File: src/rtl/controle_varredura.sv
// Four-digit 2-of-5 display scan controller: validated digit writes plus an OFF/SHOW/DARK
// multiplexing FSM driving shared segment decoders with active-low digit selects.
module controle_varredura #(
    parameter int unsigned PRESCALE = 1000,
    parameter int unsigned GAP      = 8
) (
    input  logic       clk,
    input  logic       rst_n,
    input  logic       wr_valid,
    output logic       wr_ready,
    input  logic [1:0] wr_addr,
    input  logic [4:0] wr_code,
    input  logic       enable,
    input  logic       err_clr,
    output logic [4:0] code_out,
    output logic [3:0] digit_en,
    output logic       code_err
);

    localparam int unsigned MaxCnt = (PRESCALE > GAP) ? PRESCALE : GAP;
    localparam int unsigned CntW   = (MaxCnt > 1) ? $clog2(MaxCnt) : 1;

    typedef enum logic [1:0] {StOff, StShow, StDark} state_e;

    state_e          state_q, state_d;
    logic [1:0]      idx_q, idx_d;
    logic [CntW-1:0] cnt_q, cnt_d;

    logic [3:0][4:0] digit_q;
    logic            chk_valid_q;
    logic [1:0]      chk_addr_q;
    logic [4:0]      chk_code_q;
    logic            wr_ready_q;
    logic            code_err_q, code_err_d;
    logic [3:0]      digit_en_q, digit_en_d;
    logic [4:0]      code_out_q, code_out_d;

    logic wr_accept;
    logic code_ok;

    assign wr_accept = wr_valid & wr_ready_q;
    assign code_ok   = ($countones(chk_code_q) == 2);

    // Set wins over clear so an error raised in the clearing cycle is not lost.
    always_comb begin
        code_err_d = code_err_q;
        if (err_clr) begin
            code_err_d = 1'b0;
        end
        if (chk_valid_q && !code_ok) begin
            code_err_d = 1'b1;
        end
    end

    // Write path: one accept cycle, one check cycle, then ready again.
    always_ff @(posedge clk or negedge rst_n) begin
        if (!rst_n) begin
            wr_ready_q  <= 1'b0;
            chk_valid_q <= 1'b0;
            chk_addr_q  <= 2'd0;
            chk_code_q  <= 5'd0;
            digit_q     <= '0;
            code_err_q  <= 1'b0;
        end else begin
            wr_ready_q  <= ~wr_accept;
            chk_valid_q <= wr_accept;
            if (wr_accept) begin
                chk_addr_q <= wr_addr;
                chk_code_q <= wr_code;
            end
            if (chk_valid_q) begin
                digit_q[chk_addr_q] <= code_ok ? chk_code_q : 5'b00000;
            end
            code_err_q <= code_err_d;
        end
    end

    always_comb begin
        state_d = state_q;
        idx_d   = idx_q;
        cnt_d   = cnt_q;
        case (state_q)
            StOff: begin
                idx_d = 2'd0;
                cnt_d = '0;
                if (enable) begin
                    state_d = StShow;
                end
            end
            StShow: begin
                if (!enable) begin
                    state_d = StOff;
                    idx_d   = 2'd0;
                    cnt_d   = '0;
                end else if (cnt_q == CntW'(PRESCALE - 1)) begin
                    state_d = StDark;
                    cnt_d   = '0;
                end else begin
                    cnt_d = cnt_q + CntW'(1);
                end
            end
            StDark: begin
                if (!enable) begin
                    state_d = StOff;
                    idx_d   = 2'd0;
                    cnt_d   = '0;
                end else if (cnt_q == CntW'(GAP - 1)) begin
                    state_d = StShow;
                    idx_d   = idx_q + 2'd1;
                    cnt_d   = '0;
                end else begin
                    cnt_d = cnt_q + CntW'(1);
                end
            end
            default: begin
                state_d = StOff;
                idx_d   = 2'd0;
                cnt_d   = '0;
            end
        endcase
    end

    // Outputs are decoded from the next state so the registers match the state they enter.
    always_comb begin
        digit_en_d = 4'b1111;
        code_out_d = 5'b00000;
        if (state_d == StShow) begin
            digit_en_d = ~(4'b0001 << idx_d);
            code_out_d = digit_q[idx_d];
        end
    end

    always_ff @(posedge clk or negedge rst_n) begin
        if (!rst_n) begin
            state_q    <= StOff;
            idx_q      <= 2'd0;
            cnt_q      <= '0;
            digit_en_q <= 4'b1111;
            code_out_q <= 5'b00000;
        end else begin
            state_q    <= state_d;
            idx_q      <= idx_d;
            cnt_q      <= cnt_d;
            digit_en_q <= digit_en_d;
            code_out_q <= code_out_d;
        end
    end

    assign wr_ready = wr_ready_q;
    assign digit_en = digit_en_q;
    assign code_out = code_out_q;
    assign code_err = code_err_q;

endmodule

File: config.mk
export PLATFORM = sky130hd
export DESIGN_NAME = controle_varredura
export DESIGN_NICKNAME = d
export VERILOG_FILES = /design/src/rtl/controle_varredura.sv
export SDC_FILE = /design/constraint.sdc
export NUM_CORES = 1
export LEC_CHECK = 0
export BUFFER_PORTS_ARGS = -buffer_cell sky130_fd_sc_hd__clkbuf_2
export CORE_UTILIZATION = 35
export CTS_CLUSTER_DIAMETER = 150
export DETAILED_ROUTE_END_ITERATION = 12
export PLACE_DENSITY_LB_ADDON = 0.3
export SETUP_SLACK_MARGIN = 0.5
export SLEW_MARGIN = 30
export SYNTH_ARGS = -nofsm -noshare
export SYNTH_HDL_FRONTEND = slang
export SYNTH_SLANG_ARGS = --single-unit
File: constraint.sdc
create_clock -name clk -period 3 [get_ports clk]
set_input_delay 0.9 -clock clk [delete_from_list [all_inputs] [get_ports clk]]
set_output_delay 0.9 -clock clk [all_outputs]
set_load 0.05 [all_outputs]
==> summary.md <==
| Metric | Value |
|---|---|
| RSZ-0062 raised after global routing | `yes` |
| Total CTS buffers | `5` |
| I/O Buffers | `22` |
| Placed instance area | `about 0.003 mm2` |
| Hold_buf cts | `0` |
| Rel. slew slack | `48.5%` |
| Die Wd | `90.1 um` |
| Remaining antenna violation count | `0` |
| DR vias/cell | `a little over 5` |
| Startpoint Class | `register` |
| Hold WS | `between 0.4 and 0.5 ns` |
| Max clock buf depth | `2` |
| Initial Util | `36.8%` |
| Leak | `between 1 and 1.5 nW` |
| All-Layer GR Usage | `15.3%` |
| Finished Cell Area | `0.00313 mm2` |
| Data arrival, critical path | `2.59 ns` |
| CP max-delay cell | `fa_1` |
| DIE AREA | `0.00811 mm2` |
| Core ar. | `0.00737 mm2` |
| Actual slew at the worst max-slew pin | `between 0.7 and 0.8 ns` |
| Period Utilization, post-route | `about four fifths` |
| Diode count | `0` |
| Max-cap viol count | `0` |
| Endpoints failing setup | `0` |
| Fmax | `roughly 0.42 GHz` |
| Most frequent cells in the layout | `49 x dfrtp_1, 38 x nand2_1, 23 x o21ai_0, 22 x clkbuf_2, 16 x nor2_1` |
| Layout cells sized above 1 | `18.8%` |
| Die Ht | `90.1 um` |
| Rows | `31` |
| Clk_lat worst skew | `0.31 ns` |
| PD cells | `627 mW/mm2` |
| Post-route minimum period | `roughly 2.4 ns` |
| Post-Syn Nets | `300` |
| Peak supply drop | `291 uV` |
| Nets | `327` |
| Routed len/inst | `about 14 um` |
| Syn Inst Count | `280` |
| Sequential area share after synthesis | `between 40% and 50%` |
| Crit Path Max Fanout | `4` |
| Hpwl dp | `4.22 mm` |
| FILL cells | `726` |
| First-pass GRT wire length | `10.0 mm` |
| Via count | `2107` |
| Pre-antenna DRT Iters | `4` |
| Layout Area Growth over Synthesis | `15.3%` |
| Synth cell types | `45` |
| Sink Count | `53` |
| Largest net degree at the start of global routing | `28` |
| Remaining DRCs | `0` |
| TritonCTS clock tree | `built` |
| Antenna violations before repair | `0` |
| Commonest non-fill, non-tap cell in the layout | `dfrtp_1` |
| CP peak stage delay | `0.50 ns` |
| Routed WL | `5.90 mm` |
| YS warnings | `0` |
| Number of global-route vias before repair | `roughly 2000` |
| CP endpoint kind | `register` |
| Worst path cell trace | `inv_1, fa_1, inv_1, fa_1, ha_1, nor3b_2, buf_4, nand2_1, o21ai_0` |
| HP Class | `reg2reg` |
| Initial DRC count | `130` |
| Grt ovf | `0` |
| Post-CTS setup repair buffer count | `0` |
| Setup TNS Final | `0 ns` |
| Post-synthesis register bit count | `53` |
| Worst EP required | `around 3.2 ns` |
| Clock Pin Slew Worst Setup and Hold Paths | `0.11 ns` |
| Final Slew Violations | `0` |
| Clock skew | `0.0110 ns` |
| Max H-tree Level | `2` |
| CTS root buf | `clkbuf_8` |
| Syn_area_per_cell | `9.69 um2` |
| Final Wtd Congestion | `0.844` |
| Netlist Area Pre-Place | `0.00271 mm2` |
| Fin. Hold Viols | `0` |
| Status | `completed` |
| Top-level port count | `23` |
| CP Class | `reg2reg` |
-- cells in the mapped netlist, drive strengths merged --
master  instances  share of area (%)
nor3            8                1.5
o21a            5                1.4
clkbuf          9                1.2
nand2          38                5.3
and4            2               0.74
ha              6                2.8
or4b            1               0.37
a31oi           1               0.23
a211oi          6                1.8
a311o           1               0.37
mux2i           5                1.8
a21oi          10                1.8
o311a           1               0.37
dfrtp          49                 45
o211ai          5                1.4
o21ai          28                5.2
o22ai           2               0.46
xnor2           6                1.9
mux2            4                1.7
and3            1               0.23
fa              2                1.5
buf             2               0.37
or3             2               0.46
or4             1               0.28
or4bb           1               0.41
nand3          10                1.8
nand2b          1               0.23
a22o            1               0.32
xor2            2               0.65
nor4b           1               0.32
and4bb          1               0.46
or2             1               0.23
o221ai          1               0.32
nor4            3                1.2
nand3b          8                2.2
inv            15                2.1
o22a            5                1.6
nand4           8                1.8
nor2           17                2.4
dfstp           4                3.9
nor3b           6                1.7
-- metrics by stage --
stage | utilization [%] | cells | setup slack [ns] | power [mW]
floorplan | - | 280 | 0.632 | 1.28
global placement | 40.4 | 398 | 0.446 | 1.45
detailed placement | 40.4 | 398 | 0.365 | 1.46
CTS | 42.2 | 407 | 0.503 | 1.97
global route | 42.5 | 407 | 0.465 | 2.10
finish | 42.5 | 407 | 0.639 | 1.96
-- critical path: cells and delay by family (launching register included) --
family	cells	cell delay [ns]
compound gates	1	0.18
fa+ha+maj	3	1.15
buf+inv	3	0.28
flops	1	0.38
simple gates	2	0.29
-- flip-flops by register name, summed over array words and instances (netlist names) --
| register | count |
|---|---|
| chk_addr_q | 2 |
| wr_ready | 1 |
| digit_q | 20 |
| code_out | 5 |
| chk_valid_q | 1 |
| cnt_q | 10 |
| idx_q | 2 |
| digit_en | 4 |
| chk_code_q | 5 |
| state_q | 2 |
| code_err | 1 |
-- cells by family after synthesis --
group           Yosys count  share of synthesized area (%)
compound gates           66                           15.3
xor+xnor                  8                           2.58
fa+ha+maj                 8                           4.24
buf+inv                  26                           3.69
flops                    53                           49.1
mux                       9                           3.50
simple gates            110                           21.6
-- final cells by class --
class	instances	area [um2]	share of cell area (%)
Clock inverter	3	47.5	1.52
Multi-Input combinational cell	202	1320	42.1
Tap cell	99	124	3.96
Timing Repair Buffer	30	183	5.84
Sequential cell	53	1330	42.5
Inverter	15	56.3	1.80
Clock buffer	5	68.8	2.20
-- power breakdown --
| part | switching [mW] | internal, mW | total (mW) |
|---|---|---|---|
| registers | 0.0929 | 0.845 | 0.938 |
| logic | 0.317 | 0.201 | 0.519 |
| clock network | 0.250 | 0.255 | 0.505 |
| total | 0.661 | 1.30 | 1.96 |
-- per-layer routing --
metal	vias up	share of wire, %	global-route usage [%]	routed length [um]
li1	1059	-	-	-
met1	991	46	20.9	2730
met2	53	49	24.7	2900
met3	4	4.0	2.79	237
met4	0	0.53	4.30	31
met5	-	0	0	0
-- final timing paths --
kind,startpoint,end,slack [ns],depth (start not counted)
setup / recovery,chk_code_q[1],digit_q[17],0.64,9
hold / removal,cnt_q[0],cnt_q[0],0.46,1
setup reg to reg,chk_code_q[1],digit_q[17],0.64,9
hold reg to reg,cnt_q[0],cnt_q[0],0.46,1
max in group asynchronous,rst_n,cnt_q[1],1.79,2
min in group asynchronous,rst_n,code_out[3],0.62,1
-- timing repair --
| item | CTS | global route |
|---|---|---|
| gates cloned | 1 | 0 |
| setup endpoints to repair | 4 | 26 |
| gates resized for setup | 1 | 10 |
| pin swaps | 1 | 0 |
Note: power is estimated with default switching activity, not from simulation.
